File: src/rtl/thermostat_pkg.sv
// Shared encodings for the thermostat control stage.
// State and comparator-direction codes are 2 bits wide.
package thermostat_pkg;

  typedef enum logic [1:0] {
    IDLE = 2'd0,
    HEAT = 2'd1,
    COOL = 2'd2,
    DEAD = 2'd3
  } state_t;

  typedef enum logic [1:0] {
    NONE = 2'd0,
    LOW  = 2'd1,
    EQ   = 2'd2,
    HIGH = 2'd3
  } dir_t;

endpackage

File: src/rtl/sample_confirm.sv
// Debounce filter for the comparator flags: validity check,
// direction tracking, saturating count, registered verdict.
module sample_confirm
  import thermostat_pkg::*;
#(
  parameter int CONFIRM_SAMPLES = 4
) (
  input  logic clk,
  input  logic rst,
  input  logic sample_valid,
  input  logic input_greater,
  input  logic input_equal,
  input  logic input_lower,
  output dir_t confirmed,
  output logic flag_error
);

  localparam int CW = $clog2(CONFIRM_SAMPLES + 1);
  localparam logic [CW-1:0] FULL = CW'(CONFIRM_SAMPLES);

  dir_t          last_dir;
  dir_t          dir;
  dir_t          next_dir;
  logic [CW-1:0] count;
  logic [CW-1:0] next_count;
  logic          valid;

  always_comb begin
    valid      = $onehot({input_greater, input_equal, input_lower});
    dir        = EQ;
    next_dir   = last_dir;
    next_count = count;
    if (valid) begin
      unique case (1'b1)
        input_greater: dir = HIGH;
        input_equal:   dir = EQ;
        input_lower:   dir = LOW;
        default:       dir = EQ;
      endcase
    end
    if (sample_valid) begin
      if (!valid) begin
        next_count = '0;
      end else if (dir == last_dir) begin
        if (count != FULL) next_count = count + CW'(1);
      end else begin
        next_dir   = dir;
        next_count = CW'(1);
      end
    end
  end

  // Verdict uses next-state values so it is valid the cycle after the sample.
  always_ff @(posedge clk) begin
    if (rst) begin
      last_dir   <= EQ;
      count      <= '0;
      confirmed  <= NONE;
      flag_error <= 1'b0;
    end else begin
      last_dir   <= next_dir;
      count      <= next_count;
      confirmed  <= (next_count == FULL) ? next_dir : NONE;
      flag_error <= sample_valid && !valid;
    end
  end

endmodule

File: src/rtl/thermostat_ctrl.sv
// Heat/cool controller: debounced direction drives an FSM with
// minimum-run and dead-time phases sharing a single timer.
module thermostat_ctrl
  import thermostat_pkg::*;
#(
  parameter int CONFIRM_SAMPLES = 4,
  parameter int MIN_RUN_CYCLES  = 1000,
  parameter int DEAD_CYCLES     = 100,
  parameter int CNT_WIDTH       = 16
) (
  input  logic       clk,
  input  logic       rst,
  input  logic       enable,
  input  logic       sample_valid,
  input  logic       input_greater,
  input  logic       input_equal,
  input  logic       input_lower,
  output logic       heater_on,
  output logic       cooler_on,
  output logic [1:0] ctrl_state,
  output logic       flag_error
);

  localparam logic [CNT_WIDTH-1:0] RUN_MAX  = CNT_WIDTH'(MIN_RUN_CYCLES);
  localparam logic [CNT_WIDTH-1:0] DEAD_MAX = CNT_WIDTH'(DEAD_CYCLES);

  state_t               state;
  logic [CNT_WIDTH-1:0] timer;
  dir_t                 confirmed;

  sample_confirm #(
    .CONFIRM_SAMPLES(CONFIRM_SAMPLES)
  ) u_confirm (
    .clk          (clk),
    .rst          (rst),
    .sample_valid (sample_valid),
    .input_greater(input_greater),
    .input_equal  (input_equal),
    .input_lower  (input_lower),
    .confirmed    (confirmed),
    .flag_error   (flag_error)
  );

  // Run and dead phases never overlap, so one timer serves both.
  always_ff @(posedge clk) begin
    if (rst) begin
      state <= IDLE;
      timer <= '0;
    end else begin
      unique case (state)
        IDLE: begin
          timer <= '0;
          if (enable && confirmed == LOW) begin
            state <= HEAT;
          end else if (enable && confirmed == HIGH) begin
            state <= COOL;
          end
        end
        HEAT: begin
          if (!enable || (timer == RUN_MAX &&
              (confirmed == EQ || confirmed == HIGH))) begin
            state <= DEAD;
            timer <= '0;
          end else if (timer != RUN_MAX) begin
            timer <= timer + CNT_WIDTH'(1);
          end
        end
        COOL: begin
          if (!enable || (timer == RUN_MAX &&
              (confirmed == EQ || confirmed == LOW))) begin
            state <= DEAD;
            timer <= '0;
          end else if (timer != RUN_MAX) begin
            timer <= timer + CNT_WIDTH'(1);
          end
        end
        DEAD: begin
          if (timer == DEAD_MAX) begin
            state <= IDLE;
            timer <= '0;
          end else begin
            timer <= timer + CNT_WIDTH'(1);
          end
        end
        default: begin
          state <= IDLE;
          timer <= '0;
        end
      endcase
    end
  end

  assign heater_on  = (state == HEAT);
  assign cooler_on  = (state == COOL);
  assign ctrl_state = state;

endmodule

File: config.mk
export PLATFORM = sky130hd
export DESIGN_NAME = thermostat_ctrl
export DESIGN_NICKNAME = d
export VERILOG_FILES = /design/src/rtl/thermostat_pkg.sv /design/src/rtl/sample_confirm.sv /design/src/rtl/thermostat_ctrl.sv
export SDC_FILE = /design/constraint.sdc
export NUM_CORES = 1
export LEC_CHECK = 0
export CAP_MARGIN = 20
export CORE_MARGIN = 4
export CORE_UTILIZATION = 55
export CTS_CLUSTER_SIZE = 12
export DETAILED_ROUTE_END_ITERATION = 16
export GPL_ROUTABILITY_DRIVEN = 1
export PLACE_DENSITY = 0.75
export SYNTH_ARGS = -nofsm -noshare
export SYNTH_HDL_FRONTEND = slang
export SYNTH_SLANG_ARGS = --single-unit
export TNS_END_PERCENT = 1
File: constraint.sdc
create_clock -name clk -period 4.3 [get_ports clk]
set_input_delay 0.645 -clock clk [delete_from_list [all_inputs] [get_ports clk]]
set_output_delay 0.645 -clock clk [all_outputs]
set_load 0.02 [all_outputs]
* Word level (Yosys, flattened, before mapping)
Index checks and enable logic that the tools add are counted.
Word-level totals: flip-flop bits (word level) 26, bits in latches 0, memory bits (writable) 0, memory bits (read-only) 0, input bits 7, output and inout port bits 5, memories kept 0
Operators by class: $add $sub $neg 4, multipliers 0, div/mod/pow operators 0, $lt $le $gt $ge 0, equal/unequal tests 17, shifts and indexed selects 0, multiplexer cells 20, bitwise gates (word level) 1, reductions and logical operators 14
Operators by type and width (number):
- 16-bit 2-to-1 mux | 4
- 16-bit case mux with 4 select lines | 1
- 2-bit 2-to-1 mux | 9
- 16-bit by 1-bit adder with 16-bit output (second input constant) | 1
- 16-bit by 10-bit == test with 1-bit output (second input constant) | 1
- 16-bit by 7-bit == test with 1-bit output (second input constant) | 1
- 16-bit by 10-bit inequality test with 1-bit output (second input constant) | 1
- 3-bit 2-to-1 mux | 4
- 2-bit == test (second input constant) | 4
- 2-bit case mux with 4 select lines | 1
- 2-bit by 1-bit == test with 1-bit output (second input constant) | 3
- 3-bit inequality test (second input constant) | 2
- 1-bit logical AND | 5
- 1-bit logical OR | 4
- 2-bit by 1-bit inequality test with 1-bit output (second input constant) | 2
- 2-bit case mux with 2 select lines | 1
- 4-bit AND reduction | 1
- 3-bit by 1-bit adder with 3-bit output (second input constant) | 1
- 3-bit == test (second input constant) | 1
- 1-bit by 1-bit adder with 2-bit output | 1
- 2-bit by 1-bit adder with 2-bit output | 1
- 2-bit == test | 1
- 1-bit logical NOT | 2
- 2-bit logical NOT | 1
- 3 further kinds | 3

* Depth between registers and ports, before layout
depth after elaboration 11, gate-level depth with buffers 8, depth with buffers taken out 8

* Hierarchy
A second synthesis with hierarchy kept.
Second synthesis, totals: cells, all modules 184, area, all modules 1594.0 um^2
Modules (own cells, without submodules):
- thermostat_ctrl | times used 1, cells each 125, area an instance 1106.1 um^2, sequential area each 360.3 um^2
- sample_confirm | times used 1, cells each 59, area an instance 488.0 um^2, sequential area each 160.2 um^2

* Least setup slack after synthesis
Ideal clock, no wire load.
path kind input-to-reg, from in input_greater, to reg u_confirm.confirmed[0], setup time 0.060 ns, arrival time 2.214 ns, required time 4.240 ns, slack 2.027 ns, stages on the path 7, path buffers 0, path through fa_1 -> nand2b_1 -> a21oi_1 -> o32ai_1 -> o211ai_1 -> a211oi_2 -> and3_1
Between the ends: longest elaborated chain between the ends 10
RTL lines:
- start: declaration | RTL line thermostat_ctrl.sv:15 | input logic input_greater,
- 2-bit by 1-bit adder with 2-bit output (not written as such) | RTL line sample_confirm.sv:29 | valid = $onehot({input_greater, input_equal, input_lower});
- 2-bit by 1-bit == test with 1-bit output | RTL line sample_confirm.sv:29
- 2-bit 2-to-1 mux | RTL line sample_confirm.sv:33 | if (valid) begin
- 2-bit == test | RTL line sample_confirm.sv:44 | end else if (dir == last_dir) begin
- 3-bit 2-to-1 mux | RTL line sample_confirm.sv:44
- 3-bit 2-to-1 mux | RTL line sample_confirm.sv:42 | if (!valid) begin
- 3-bit 2-to-1 mux | RTL line sample_confirm.sv:41 | if (sample_valid) begin
- 3-bit == test | RTL line sample_confirm.sv:63 | confirmed <= (next_count == FULL) ? next_dir : NONE;
- 1-bit NOT (no source line)
- 2-bit OR reduction (no source line)
- end signal: assignment | RTL line sample_confirm.sv:63
- end: declaration | RTL line sample_confirm.sv:14 | output dir_t confirmed,
Parallel ways exist; a longest one is shown, timed or not. A chain may end at the register's enable or synchronous reset.

* Final worst setup path
from in input_lower, to reg u_confirm.confirmed[0]
Between the ends: longest elaborated chain between the ends 11
RTL lines:
- start: declaration | RTL line thermostat_ctrl.sv:17 | input logic input_lower,
- 1-bit by 1-bit adder with 2-bit output (not written as such) | RTL line sample_confirm.sv:29
- 2-bit by 1-bit adder with 2-bit output (not written as such) | RTL line sample_confirm.sv:29
- 2-bit by 1-bit == test with 1-bit output | RTL line sample_confirm.sv:29
- 2-bit 2-to-1 mux | RTL line sample_confirm.sv:33
- 2-bit == test | RTL line sample_confirm.sv:44
- 3-bit 2-to-1 mux | RTL line sample_confirm.sv:44
- 3-bit 2-to-1 mux | RTL line sample_confirm.sv:42
- 3-bit 2-to-1 mux | RTL line sample_confirm.sv:41
- 3-bit == test | RTL line sample_confirm.sv:63
- 1-bit NOT (no source line)
- 2-bit OR reduction (no source line)
Parallel ways exist; a longest one is shown, timed or not.

==> results.sh <==
export IMPL_status="completed"
export IMPL_ant_nets=0
export IMPL_use_met1_pct=20.16
export IMPL_area_delta_synth_final_pct=11.61
export IMPL_final_layout_size_suffix_gt1_share_pct=8.242
export IMPL_start_util_pct=59.73
export IMPL_finalWeightedCongestion=0.9117
export IMPL_hp_class="flop to flop"
export IMPL_die_area_sq_um=3669
export IMPL_slew_headroom_pct=61.46
export IMPL_layout_nets=205
export IMPL_dp_cells=208
export IMPL_crit_end="u_confirm.confirmed[0]$_SDFF_PP0_"
export IMPL_worst_path_max_delay_cell="clkdlybuf4s50_1"
export IMPL_cts_htree_levels=1
export IMPL_ys_types=43
export IMPL_synth_cells=170
export IMPL_dieHeight_microns=60.58
export IMPL_clock_sinks=26
export IMPL_fp_coreArea_sq_um=2545
export IMPL_drt_iter0_drc=38
export IMPL_grt_pass1_vias=1119
export IMPL_fmax_mhz=380.4
export IMPL_worstPathRequired_ps=4580
export IMPL_slew_violations=0
export IMPL_p_per_area_nw_per_um2=323.4
export IMPL_grt_use_met3_pct=1.915
export IMPL_period_share_pct=61.14
export IMPL_grt_overflow=0
export IMPL_crit_start="input_lower"
export IMPL_ys_top_cells_by_area="dfxtp_1, ha_1, nor2_1"
export IMPL_hp_start="timer[1]$_SDFF_PP0_"
export IMPL_routedWlPerCell_microns=12.69
export IMPL_cts_buffer_depth=2
export IMPL_final_cells=212
export IMPL_path_cells="clkdlybuf4s50_1 > fa_1 > nand2b_1 > a21oi_1 > o32ai_1 > o211ai_1 > a211oi_2 > and3_1"
export IMPL_critPathKind="primary input to flop"
export IMPL_syn_avg_cell_area_sq_um=8.942
export IMPL_setup_viol=0
export IMPL_cts_buffers=3
export IMPL_critical_path_max_stage_delay_ps=510
export IMPL_worst_pin_slew_ps=563.5
export IMPL_cts_resized=0
export IMPL_via_per_inst=5.623
export IMPL_grt_met2_usage_pct=28.55
export IMPL_hold_buffers=0
export IMPL_synth_seq_area_share_pct=34.24
export IMPL_track_usage_pct=16.40
export IMPL_timing_setup_tns_ps=0
export IMPL_num_rows=18
export IMPL_rr_startpoint="timer[0]$_SDFF_PP0_"
export IMPL_root_buffer="clkbuf_4"
export IMPL_grt_max_degree=16
export IMPL_r2r_end="timer[1]$_SDFF_PP0_"
export IMPL_yosysTopAreaCellShare_pct=34.24
export IMPL_ys_ff_latch=26
export IMPL_grt_first_pass_wirelength_microns=4581
export IMPL_p_leak_uw=0.0006427
export IMPL_final_hold_violation_count=0
export IMPL_vias=1192
export IMPL_vdd_drop_max_v=0.0002517
export IMPL_path_clk_slew_ps=150
export IMPL_period_minus_slack_ps=2629
export IMPL_syn_area_sq_um=1520
export IMPL_rr_worst_depth=8
export IMPL_fin_skew_ps=8.598
export IMPL_ys_flop_type="dfxtp_1"
export IMPL_synth_largest_area_cell="dfxtp_1"
export IMPL_antenna_found_initial=0
export IMPL_ios=12
export IMPL_die_width_microns=60.58
export IMPL_ys_async_sr_fraction_pct=0
export IMPL_synth_edf_count=0
export IMPL_drc=0
export IMPL_cap_violations=0
export IMPL_antenna_cells=0
export IMPL_wirelength_microns=2690
export IMPL_grt_busiest_layer="met2"
export IMPL_synth_nets=192
export IMPL_dp_hpwl_microns=2071
export IMPL_ff2ff_setup_slack_ps=2270
export IMPL_cp_start_kind="primary input"
export IMPL_cp_arrival_ps=2910
export IMPL_cts_tree="yes"
export IMPL_clock_latency_ps=330
export IMPL_first_pass_iters=4
export IMPL_rsz0062_at_grt="false"
export IMPL_numPortBuffers=11
export IMPL_cp_end_kind="flop"
export IMPL_critPathMaxFanout=4
export IMPL_ys_warn_count=0
export IMPL_post_cts_buffers=0
sequential cells by signal, indices dropped and copies added (netlist names):
name                  cells
ctrl_state                2
u_confirm.confirmed       2
u_confirm.flag_error      1
u_confirm.count           3
u_confirm.last_dir        2
timer                    16
metal layers:
| layer | vias to the layer above | wire length [microns] |
|---|---|---|
| met5 | - | 0 |
| met3 | 4 | 90 |
| met2 | 17 | 1263 |
| met4 | 0 | 34 |
| met1 | 559 | 1302 |
| li1 | 612 | - |
per-stage QoR:
stage	setup WS, ps	util, %	power [uW]	hold WS [ps]	cell area (sq um)
2_1_floorplan	2027	-	343.3	471.1	1520
3_3_place_gp	1461	64.60	378.7	495.0	1644
3_5_place_dp	1349	64.60	383.3	506.5	1644
4_1_cts	1702	66.67	553.0	543.8	1697
5_1_grt	1567	66.67	582.3	562.4	1697
6_report	1671	66.67	548.8	537.7	1697
placed cells by master, fill, tap and decap left out, types with 2 or more instances in the layout:
cell type        netlist  routed
nor2_1                26      26
dfxtp_1               26      26
inv_1                 16      16
ha_1                  14      14
nand3_1               11      11
clkdlybuf4s50_1        0      11
nand2_1                9       9
xor2_1                 9       9
xnor2_1                7       7
and3_1                 4       4
o21ai_0                4       4
a21oi_1                4       4
clkbuf_4               0       3
nand4_1                2       2
nand4_2                2       2
o211ai_1               2       2
nor3_1                 2       2
o211ai_2               2       2
a31oi_1                2       2
a211oi_1               2       2
o21ai_1                2       2
worst max-delay path: cells and delay by family:
family	cells	cell delay (ps)
buffers and inverters	1	510
AO/OA/AOI/OAI	4	1000
AND/OR/NAND/NOR	2	310
adder cells (fa/ha/maj)	1	440
cell usage after synthesis (4+ instances only):
master / number
and3_1: 4
ha_1: 14
xnor2_1: 7
dfxtp_1: 26
nor2_1: 26
nand3_1: 11
inv_1: 16
nand2_1: 9
o21ai_0: 4
xor2_1: 9
a21oi_1: 4
cell families (layout without fill, tap and decap cells):
| kind of cell | after synthesis | in the layout | synth area share (%) |
|---|---|---|---|
| xor+xnor | 16 | 16 | 9.218 |
| fa+ha+maj | 15 | 15 | 12.84 |
| simple gates | 67 | 67 | 24.69 |
| buf+inv | 19 | 31 | 5.514 |
| compound gates | 27 | 27 | 13.50 |
| flops | 26 | 26 | 34.24 |
layout make-up:
cell class / count / area [sq um]
Multi-Input combinational cell: 125 / 915.9
Fill cell: 212 / 848.3
Sequential cell: 26 / 520.5
Timing Repair Buffer: 11 / 110.1
Inverter: 16 / 60.06
Tap cell: 30 / 37.54
Clock inverter: 1 / 30.03
Clock buffer: 3 / 22.52
where the power goes:
group	switching, uW	leakage, uW	internal [uW]
Sequential	8.66	0.000210	249
Combinational	68.1	0.000405	53.2
Clock	75.7	0.0000279	94.4
Total	152	0.000643	396
worst min-delay path by stage:
stage / to / cells past startpoint
floorplan: timer[1]$_SDFF_PP0_ / 2
global placement: timer[1]$_SDFF_PP0_ / 2
detailed placement: timer[1]$_SDFF_PP0_ / 2
CTS: timer[1]$_SDFF_PP0_ / 2
global route: timer[0]$_SDFF_PP0_ / 2
finish: timer[1]$_SDFF_PP0_ / 2
(Power assumes the default switching activity.)
